**src/rtl/uart_pkg.sv**
```systemverilog
// Shared constants and FSM state type for the UART transmit arbiter.
// Frame timing constants describe the 8N1 link the arbiter feeds.
package uart_pkg;

  localparam int BYTE_W = 8;
  localparam logic [7:0] ASCII_CR = 8'h0D;
  localparam int CLOCK_RATE = 100_000_000;
  localparam int BAUD_RATE = 9600;

  typedef enum logic [1:0] {
    IDLE,
    SEND,
    WAIT_HI,
    WAIT_LO
  } state_t;

endpackage

```
**src/rtl/uart_tx_arbiter_rr_pick.sv**
```systemverilog
// rr_pick: rotate-priority encoder, first set bit scanning from i_ptr.
// Ports: i_req request vector, i_ptr start index, o_found, o_idx winner.
module rr_pick #(
  parameter int N_REQ = 3,
  parameter int GID_W = 2
) (
  input  logic [N_REQ-1:0] i_req,
  input  logic [GID_W-1:0] i_ptr,
  output logic             o_found,
  output logic [GID_W-1:0] o_idx
);

  always_comb begin
    int j;
    o_found = 1'b0;
    o_idx   = '0;
    for (int k = 0; k < N_REQ; k++) begin
      j = int'(i_ptr) + k;
      if (j >= N_REQ) j = j - N_REQ;
      if (!o_found && i_req[j]) begin
        o_found = 1'b1;
        o_idx   = GID_W'(j);
      end
    end
  end

endmodule

```
**src/rtl/uart_tx_arbiter.sv**
```systemverilog
// uart_tx_arbiter: round-robin share of one UART transmitter among
// N_REQ requesters; multi-byte messages hold the grant until last.
// Ports: clk, rst (async high); req_valid/req_data/req_last in,
// req_ready out; tx_start/tx_data out, tx_busy in; grant_id, locked,
// timeout_flag status. Define UART_ARB_TIMEOUT_EN for the lock watchdog.
module uart_tx_arbiter
  import uart_pkg::*;
#(
  parameter int N_REQ = 3,
  parameter int GID_W = 2,
  parameter int TIMEOUT_CYCLES = 1_000_000
) (
  input  logic                    clk,
  input  logic                    rst,
  input  logic [N_REQ-1:0]        req_valid,
  input  logic [BYTE_W*N_REQ-1:0] req_data,
  input  logic [N_REQ-1:0]        req_last,
  output logic [N_REQ-1:0]        req_ready,
  output logic                    tx_start,
  output logic [BYTE_W-1:0]       tx_data,
  input  logic                    tx_busy,
  output logic [GID_W-1:0]        grant_id,
  output logic                    locked,
  output logic                    timeout_flag
);

  state_t             r_state, w_state_n;
  logic [GID_W-1:0]   r_ptr, w_ptr_n;
  logic [GID_W-1:0]   r_gid, w_gid_n;
  logic               r_lock, w_lock_n;
  logic               r_start, w_start_n;
  logic [BYTE_W-1:0]  r_data, w_data_n;
  logic [N_REQ-1:0]   r_ready, w_ready_n;

  logic               w_rr_found;
  logic [GID_W-1:0]   w_rr_idx;
  logic               w_hold_v;
  logic               w_found;
  logic [GID_W-1:0]   w_win;
  logic               w_to_fire;

  function automatic logic [GID_W-1:0] f_inc(input logic [GID_W-1:0] v);
    f_inc = (int'(v) == N_REQ - 1) ? '0 : v + 1'b1;
  endfunction

  rr_pick #(
    .N_REQ (N_REQ),
    .GID_W (GID_W)
  ) u_pick (
    .i_req   (req_valid),
    .i_ptr   (r_ptr),
    .o_found (w_rr_found),
    .o_idx   (w_rr_idx)
  );

  // While locked only the holder may be picked.
  assign w_hold_v = req_valid[r_gid];
  assign w_found  = r_lock ? w_hold_v : w_rr_found;
  assign w_win    = r_lock ? r_gid : w_rr_idx;

`ifdef UART_ARB_TIMEOUT_EN
  localparam int CNT_W = $clog2(TIMEOUT_CYCLES + 1);
  logic [CNT_W-1:0] r_cnt;
  logic             r_to_flag;
  logic             w_cnt_en;

  assign w_cnt_en  = r_lock && (r_state == IDLE) && !w_hold_v;
  assign w_to_fire = w_cnt_en && (r_cnt == CNT_W'(TIMEOUT_CYCLES - 1));

  always_ff @(posedge clk or posedge rst) begin
    if (rst) begin
      r_cnt     <= '0;
      r_to_flag <= 1'b0;
    end else begin
      if (r_state == SEND || w_to_fire) r_cnt <= '0;
      else if (w_cnt_en) r_cnt <= r_cnt + 1'b1;
      if (w_to_fire) r_to_flag <= 1'b1;
    end
  end

  assign timeout_flag = r_to_flag;
`else
  assign w_to_fire    = 1'b0;
  assign timeout_flag = 1'b0;
`endif

  always_comb begin
    w_state_n = r_state;
    w_ptr_n   = r_ptr;
    w_gid_n   = r_gid;
    w_lock_n  = r_lock;
    w_start_n = 1'b0;
    w_data_n  = r_data;
    w_ready_n = '0;
    unique case (r_state)
      IDLE: begin
        if (w_to_fire) begin
          w_lock_n = 1'b0;
          w_ptr_n  = f_inc(r_gid);
        end else if (!tx_busy && w_found) begin
          // Outputs are registered, so SEND values load on this edge.
          w_state_n = SEND;
          w_gid_n   = w_win;
          w_start_n = 1'b1;
          w_data_n  = req_data[int'(w_win)*BYTE_W +: BYTE_W];
          w_ready_n = N_REQ'(1) << w_win;
          w_lock_n  = !req_last[w_win];
          if (req_last[w_win]) w_ptr_n = f_inc(w_win);
        end
      end
      SEND:    w_state_n = WAIT_HI;
      WAIT_HI: if (tx_busy) w_state_n = WAIT_LO;
      WAIT_LO: if (!tx_busy) w_state_n = IDLE;
      default: w_state_n = IDLE;
    endcase
  end

  always_ff @(posedge clk or posedge rst) begin
    if (rst) begin
      r_state <= IDLE;
      r_ptr   <= '0;
      r_gid   <= '0;
      r_lock  <= 1'b0;
      r_start <= 1'b0;
      r_data  <= '0;
      r_ready <= '0;
    end else begin
      r_state <= w_state_n;
      r_ptr   <= w_ptr_n;
      r_gid   <= w_gid_n;
      r_lock  <= w_lock_n;
      r_start <= w_start_n;
      r_data  <= w_data_n;
      r_ready <= w_ready_n;
    end
  end

  assign req_ready = r_ready;
  assign tx_start  = r_start;
  assign tx_data   = r_data;
  assign grant_id  = r_gid;
  assign locked    = r_lock;

endmodule

```
**config.mk**
```make
export PLATFORM = sky130hd
export DESIGN_NAME = uart_tx_arbiter
export DESIGN_NICKNAME = d
export VERILOG_FILES = /design/src/rtl/uart_pkg.sv /design/src/rtl/uart_tx_arbiter_rr_pick.sv /design/src/rtl/uart_tx_arbiter.sv
export SDC_FILE = /design/constraint.sdc
export NUM_CORES = 1
export LEC_CHECK = 0
export CORE_MARGIN = 10
export CORE_UTILIZATION = 35
export CTS_CLUSTER_DIAMETER = 150
export DETAILED_ROUTE_END_ITERATION = 10
export DONT_BUFFER_PORTS = 1
export HOLD_SLACK_MARGIN = 0.06
export PLACE_DENSITY = 0.46
export SYNTH_ARGS = -nofsm -noshare
export SYNTH_HDL_FRONTEND = slang
export SYNTH_SLANG_ARGS = --single-unit
```
**constraint.sdc**
```tcl
create_clock -name clk -period 3.85 [get_ports clk]
set_clock_uncertainty 0.15 [all_clocks]
set_input_delay 0.77 -clock clk [delete_from_list [all_inputs] [get_ports clk]]
set_output_delay 0.77 -clock clk [all_outputs]
set_load 0.005 [all_outputs]
```
* Yosys cells after proc, flatten, opt, wreduce, memory -nomap -nowiden *
Index checks and enable logic that the tools add are counted.

word-level totals
  bits of input ports = 33
  bits in registers = 19
  word-level logic and storage cells = 74

cells by class
  reductions and logical operators = 11
  magnitude comparators = 8
  eq/ne operators = 7
  shift operators = 2
  $add $sub $neg = 6
  mux-type cells = 33

operators by type and width
  kind                     number
  $lt A32 B4 Y1 const B    3
  $mux W32                 3
  $ge A32 B3 Y1 const B    2
  $sub A32 B3 Y32 const B  2
  $shiftx A24 B6 Y8        1
  $mux W2                  8
  $mux W1                  14
  $bmux W1 S2              5
  $pmux W2 S4              1
  $eq A2 B2 Y1 const B     3
  $lt A2 B3 Y1 const B     2
  $mux W3                  2
  $ne A2 B2 Y1 const B     3
  $reduce_and A3 Y1        2
  $logic_not A1 Y1         4
  $add A2 B1 Y3 const B    1
  $add A2 B2 Y3 const B    1
  $logic_and A1 B1 Y1      3
  $shl A1 B2 Y3 const A    1
  $sub A2 B2 Y3 const B    1
  $add A2 B1 Y2 const B    1
  $eq A2 B1 Y1 const B     1
  $ge A2 B2 Y1 const B     1
  $logic_not A2 Y1         1
  $reduce_and A2 Y1        1

* Depth between registers and ports, before layout *
  depth in word-level cells = 16
  gate-level depth with buffers = 11
  mapped depth without buffers = 9

* Hierarchy *
A second synthesis with hierarchy kept.

unflattened totals
  cell total of the unflattened synthesis = 138
  area, all modules = 1430.1 um2

by module, submodules not included
  module           sequential area each (um2)  area an instance (um2)  instances  cells an instance
  uart_tx_arbiter  475.5                       1178.6                  1          106
  rr_pick          0.0                         251.5                   1          32

* Least setup slack after synthesis *
Ideal clock, no wire load.

  path type = reg-to-reg
  from = register r_ptr[0]
  to = register r_data[1] (netlist: tx_data[1])
  required time = 3.573 ns
  data arrival time = 2.308 ns
  path slack = 1.265 ns
  cell stages (with the launch flop) = 11
  clock period less this slack = 2.585 ns
  library setup time = 0.127 ns
  cell sequence = dfrtp_1 inv_1 ha_1 nor2b_1 o211ai_1 or3b_1 nand3_2 buf_6 mux2_1 a221oi_1 nor2_1

on the way
  cells in the longest elaborated chain, start to end = 15
  elaborated cells on any way between the ends = 35
  classes of those cells = add/sub: 5; order compare: 3; shift: 1; mux: 20; reduce/logical: 6

RTL lines
  what                                                      line                    RTL
  start: declaration                                        uart_tx_arbiter.sv:28   logic [GID_W-1:0] r_ptr, w_ptr_n;
  start signal: assignment                                  uart_tx_arbiter.sv:129  r_ptr <= w_ptr_n;
  branches (longest 15 deep; another with $sub A32 B3 Y32)  -
  end signal: assignment                                    uart_tx_arbiter.sv:133  r_data <= w_data_n;
  end: declaration                                          uart_tx_arbiter.sv:32   logic [BYTE_W-1:0] r_data, w_data_n;

Parallel ways; which one is timed is not known. The select of a mux whose other input is x is not followed.
A chain may end at the register's enable or synchronous reset.

* Worst setup path after layout *
  from = register r_ptr[1]
  to = register r_data[3] (netlist: tx_data[3])

The elaborated chain is that of the path after synthesis.

==> results by group <==
Cells and area
  • Highest-count cells in the layout ignoring fill and taps: sky130_fd_sc_hd__nor2_1 (23), sky130_fd_sc_hd__dfrtp_1 (19), sky130_fd_sc_hd__inv_1 (11)
  • Area of all placed cells without fillers: 0.00136 mm²
  • Share of post-route cells with drive strength above 1: 10.9%
  • Leading cell type in the layout, fill and taps excluded: sky130_fd_sc_hd__nor2_1
  • Antenna cells: 0
  • Layout net count: 179
  • Layout-stage area growth over the synthesis result: 5.02%

Timing
  • Final hold vios: 0
  • # setup viols final: 0
  • Relative slew slack: 51.3%
  • RSZ-0062 raised after global routing: no
  • Max-slew violation count: 0
  • Timing-limited maximum frequency: 341 MHz
  • Total Neg Setup Slack: 0 ns
  • Final Critical Period: 2.93 ns
  • Share of the cycle needed by the critical path after routing: 76.2%
  • Transition at the pin with the smallest max-transition slack: 0.729 ns

Logic synthesis
  • Total of warnings raised by yosys: 0
  • Leading post-synthesis cells by cell area: sky130_fd_sc_hd__dfrtp_1 (37%), sky130_fd_sc_hd__ha_1 (6.8%), sky130_fd_sc_hd__nor2_1 (6.7%)
  • Yosys top cell by area: sky130_fd_sc_hd__dfrtp_1
  • Count of different cell masters after synthesis: 42
  • Top flip-flop cell by instance count after synthesis: sky130_fd_sc_hd__dfrtp_1
  • Synthesized area per cell: 9.26 µm²
  • Nets in the synthesized netlist: 180
  • Yosys top cell area share: 36.7%
  • Number of cells produced by synthesis: 140
  • Number of enable flip-flop cells after synthesis: 0
  • Sequential element share of the synthesized area: 36.7%
  • Share of synthesized registers carrying an async set or reset: 100%
  • Post-synthesis register bit count: 19
  • Post-synthesis instance area: 0.00130 mm²

Floorplan
  • Number of I/O pins: 49
  • Core area: 0.00363 mm²
  • Floorplan die height: 80.9 µm
  • Core Rows: 22
  • Overall die width: 80.9 µm
  • Floorplan die area: 0.00654 mm²
  • Initial Utilization: 35.7%

Global route
  • Pin count of the biggest net entering global routing: 20
  • Antenna violations before repair: 0
  • Global-route wire length before repair: 4820 µm
  • All-layer global routing usage: 9.29%
  • Grt ovf: 0
  • Number of global-route vias before repair: 987

Flow run
  • Max-cap violations: 0

Critical path
  • Kind of end point of the critical path: register
  • Crit path required time: 3.83 ns
  • Largest fanout on the critical path: 17
  • Arrival time of the worst setup path: 2.92 ns
  • Kind of launch point of the worst setup path: register
  • CP Class: register to register

Clock tree
  • H-tree levels: 1
  • Number of buffers on the longest clock path: 2
  • Count of instances resized after the clock tree is built: 0
  • Source-to-sink clock delay at the later pin of the worst-skew pair: 0.25 ns
  • Number of buffers inserted by post-CTS setup repair: 0
  • Clock slew seen by the registers of the worst setup and hold paths: 0.07 ns
  • Clock tree from TritonCTS: done
  • CTS Root Cell: sky130_fd_sc_hd__clkbuf_8
  • Number of sinks driven by the clock tree: 19
  • Hold buffers post-CTS: 0
  • Total clock buffers created by CTS: 3

Placement
  • Final weighted congestion of routability-driven global placement: 0.761
  • Total placed instance area: 0.00132 mm²
  • Detailed placer's ending HPWL: 2630 µm
  • # port buffers: 0

Hold path
  • Type of the tightest min-delay check: input port to async pin

Pwr
  • Leakage power summed over all cells: 0.591 nW
  • PD cells: 819 mW/mm²
  • VDD IR-drop max: 0.000274 V

Drt
  • Antenna-violating nets left: 0
  • Detailed-route via count: 1013
  • Routed vias/inst: 5.45
  • Total detailed-routing wirelength: 3250 µm
  • Average routed wire per standard cell: 17.5 µm
  • Drt pass-1 iters: 6
  • Number of DRC violations after detailed-routing iteration 0: 65
  • Total DRC errors in the routed layout: 0

Outcome
  • Status: finished clean
-- metal layers --
metal | vias up | global-route usage (%) | wire (µm)
met5 | - | 0 | 0
met4 | 0 | 2.25 | 41
met3 | 4 | 5.63 | 365
met2 | 44 | 14.6 | 1560
met1 | 478 | 10.6 | 1290
li1 | 487 | - | -
-- power by group --
part | switching, mW | internal [mW]
clock | 0.0644 | 0.0719
combinational | 0.348 | 0.245
sequential | 0.0978 | 0.289
total | 0.510 | 0.605
-- worst max-delay path: stages (launching register included) --
cell and delay (ns):
sky130_fd_sc_hd__dfrtp_1 0.40, sky130_fd_sc_hd__inv_1 0.14, sky130_fd_sc_hd__ha_1 0.28, sky130_fd_sc_hd__mux2i_1 0.12, sky130_fd_sc_hd__a2111oi_0 0.49, sky130_fd_sc_hd__o21ai_1 0.14, sky130_fd_sc_hd__nand2_1 0.45, sky130_fd_sc_hd__nor2_2 0.19
sky130_fd_sc_hd__a221oi_1 0.36, sky130_fd_sc_hd__nor2_1 0.09
-- Yosys cell counts, types with 2 or more instances --
cell type                  count
sky130_fd_sc_hd__o21ai_1       3
sky130_fd_sc_hd__nand3b_1      3
sky130_fd_sc_hd__mux2_1        4
sky130_fd_sc_hd__nand2_1       7
sky130_fd_sc_hd__inv_1        11
sky130_fd_sc_hd__buf_2         2
sky130_fd_sc_hd__o21ai_0       4
sky130_fd_sc_hd__mux2_2        5
sky130_fd_sc_hd__a21oi_1       3
sky130_fd_sc_hd__o211ai_1      2
sky130_fd_sc_hd__mux2i_1       6
sky130_fd_sc_hd__buf_6         2
sky130_fd_sc_hd__a221oi_1      8
sky130_fd_sc_hd__nand2b_1      3
sky130_fd_sc_hd__nor2b_1       4
sky130_fd_sc_hd__dfrtp_1      19
sky130_fd_sc_hd__nor2_1       23
sky130_fd_sc_hd__ha_1          7
-- sequential cells by signal, indices dropped and copies added (netlist names) --
| name | cells |
|---|---|
| tx_data | 8 |
| req_ready | 3 |
| grant_id | 2 |
| r_ptr | 2 |
| r_state | 2 |
| locked | 1 |
| tx_start | 1 |
-- cells by family after synthesis --
logic type      Yosys count  share of synthesized area (%)
fa+ha+maj                 7                           6.76
other cells               1                          0.289
flops                    19                           36.7
buf+inv                  18                           6.95
compound gates           30                           17.6
mux                      15                           12.5
simple gates             50                           19.3
-- per-stage QoR --
step	worst slack [ns]	hold WS [ns]	util, %	cells	power, mW
finish	0.917	0.369	37.5	186	1.12
global route	0.677	0.411	37.5	186	1.22
CTS	0.920	0.396	37.5	186	1.13
detailed placement	0.935	0.383	36.2	182	0.994
global placement	0.962	0.373	36.2	182	0.970
floorplan	1.27	0.341	-	140	0.880
-- worst paths after layout --
| kind | startpoint | cells past startpoint | slack [ns] | to |
|---|---|---|---|---|
| worst min register to register | tx_data[2] | 2 | 0.38 | tx_data[2] |
| worst max register to register | r_ptr[1] | 9 | 0.92 | tx_data[3] |
| worst max-delay path | r_ptr[1] | 9 | 0.92 | tx_data[3] |
| worst min-delay path | rst | 1 | 0.37 | tx_data[2] |
| max in group asynchronous | rst | 1 | 2.72 | grant_id[1] |
| min in group clk | tx_data[2] | 2 | 0.38 | tx_data[2] |
-- area by class of cell --
cell class                 instances  area (µm²)
tap                               48        60.1
timing repair buffer               1        7.51
fill                             384        2270
clock inverter                     1        5.00
clock buffer                       3        41.3
inverter                          11        41.3
sequential                        19         475
multi-input combinational        103         731
No activity file was read; power rests on OpenSTA's default activity.
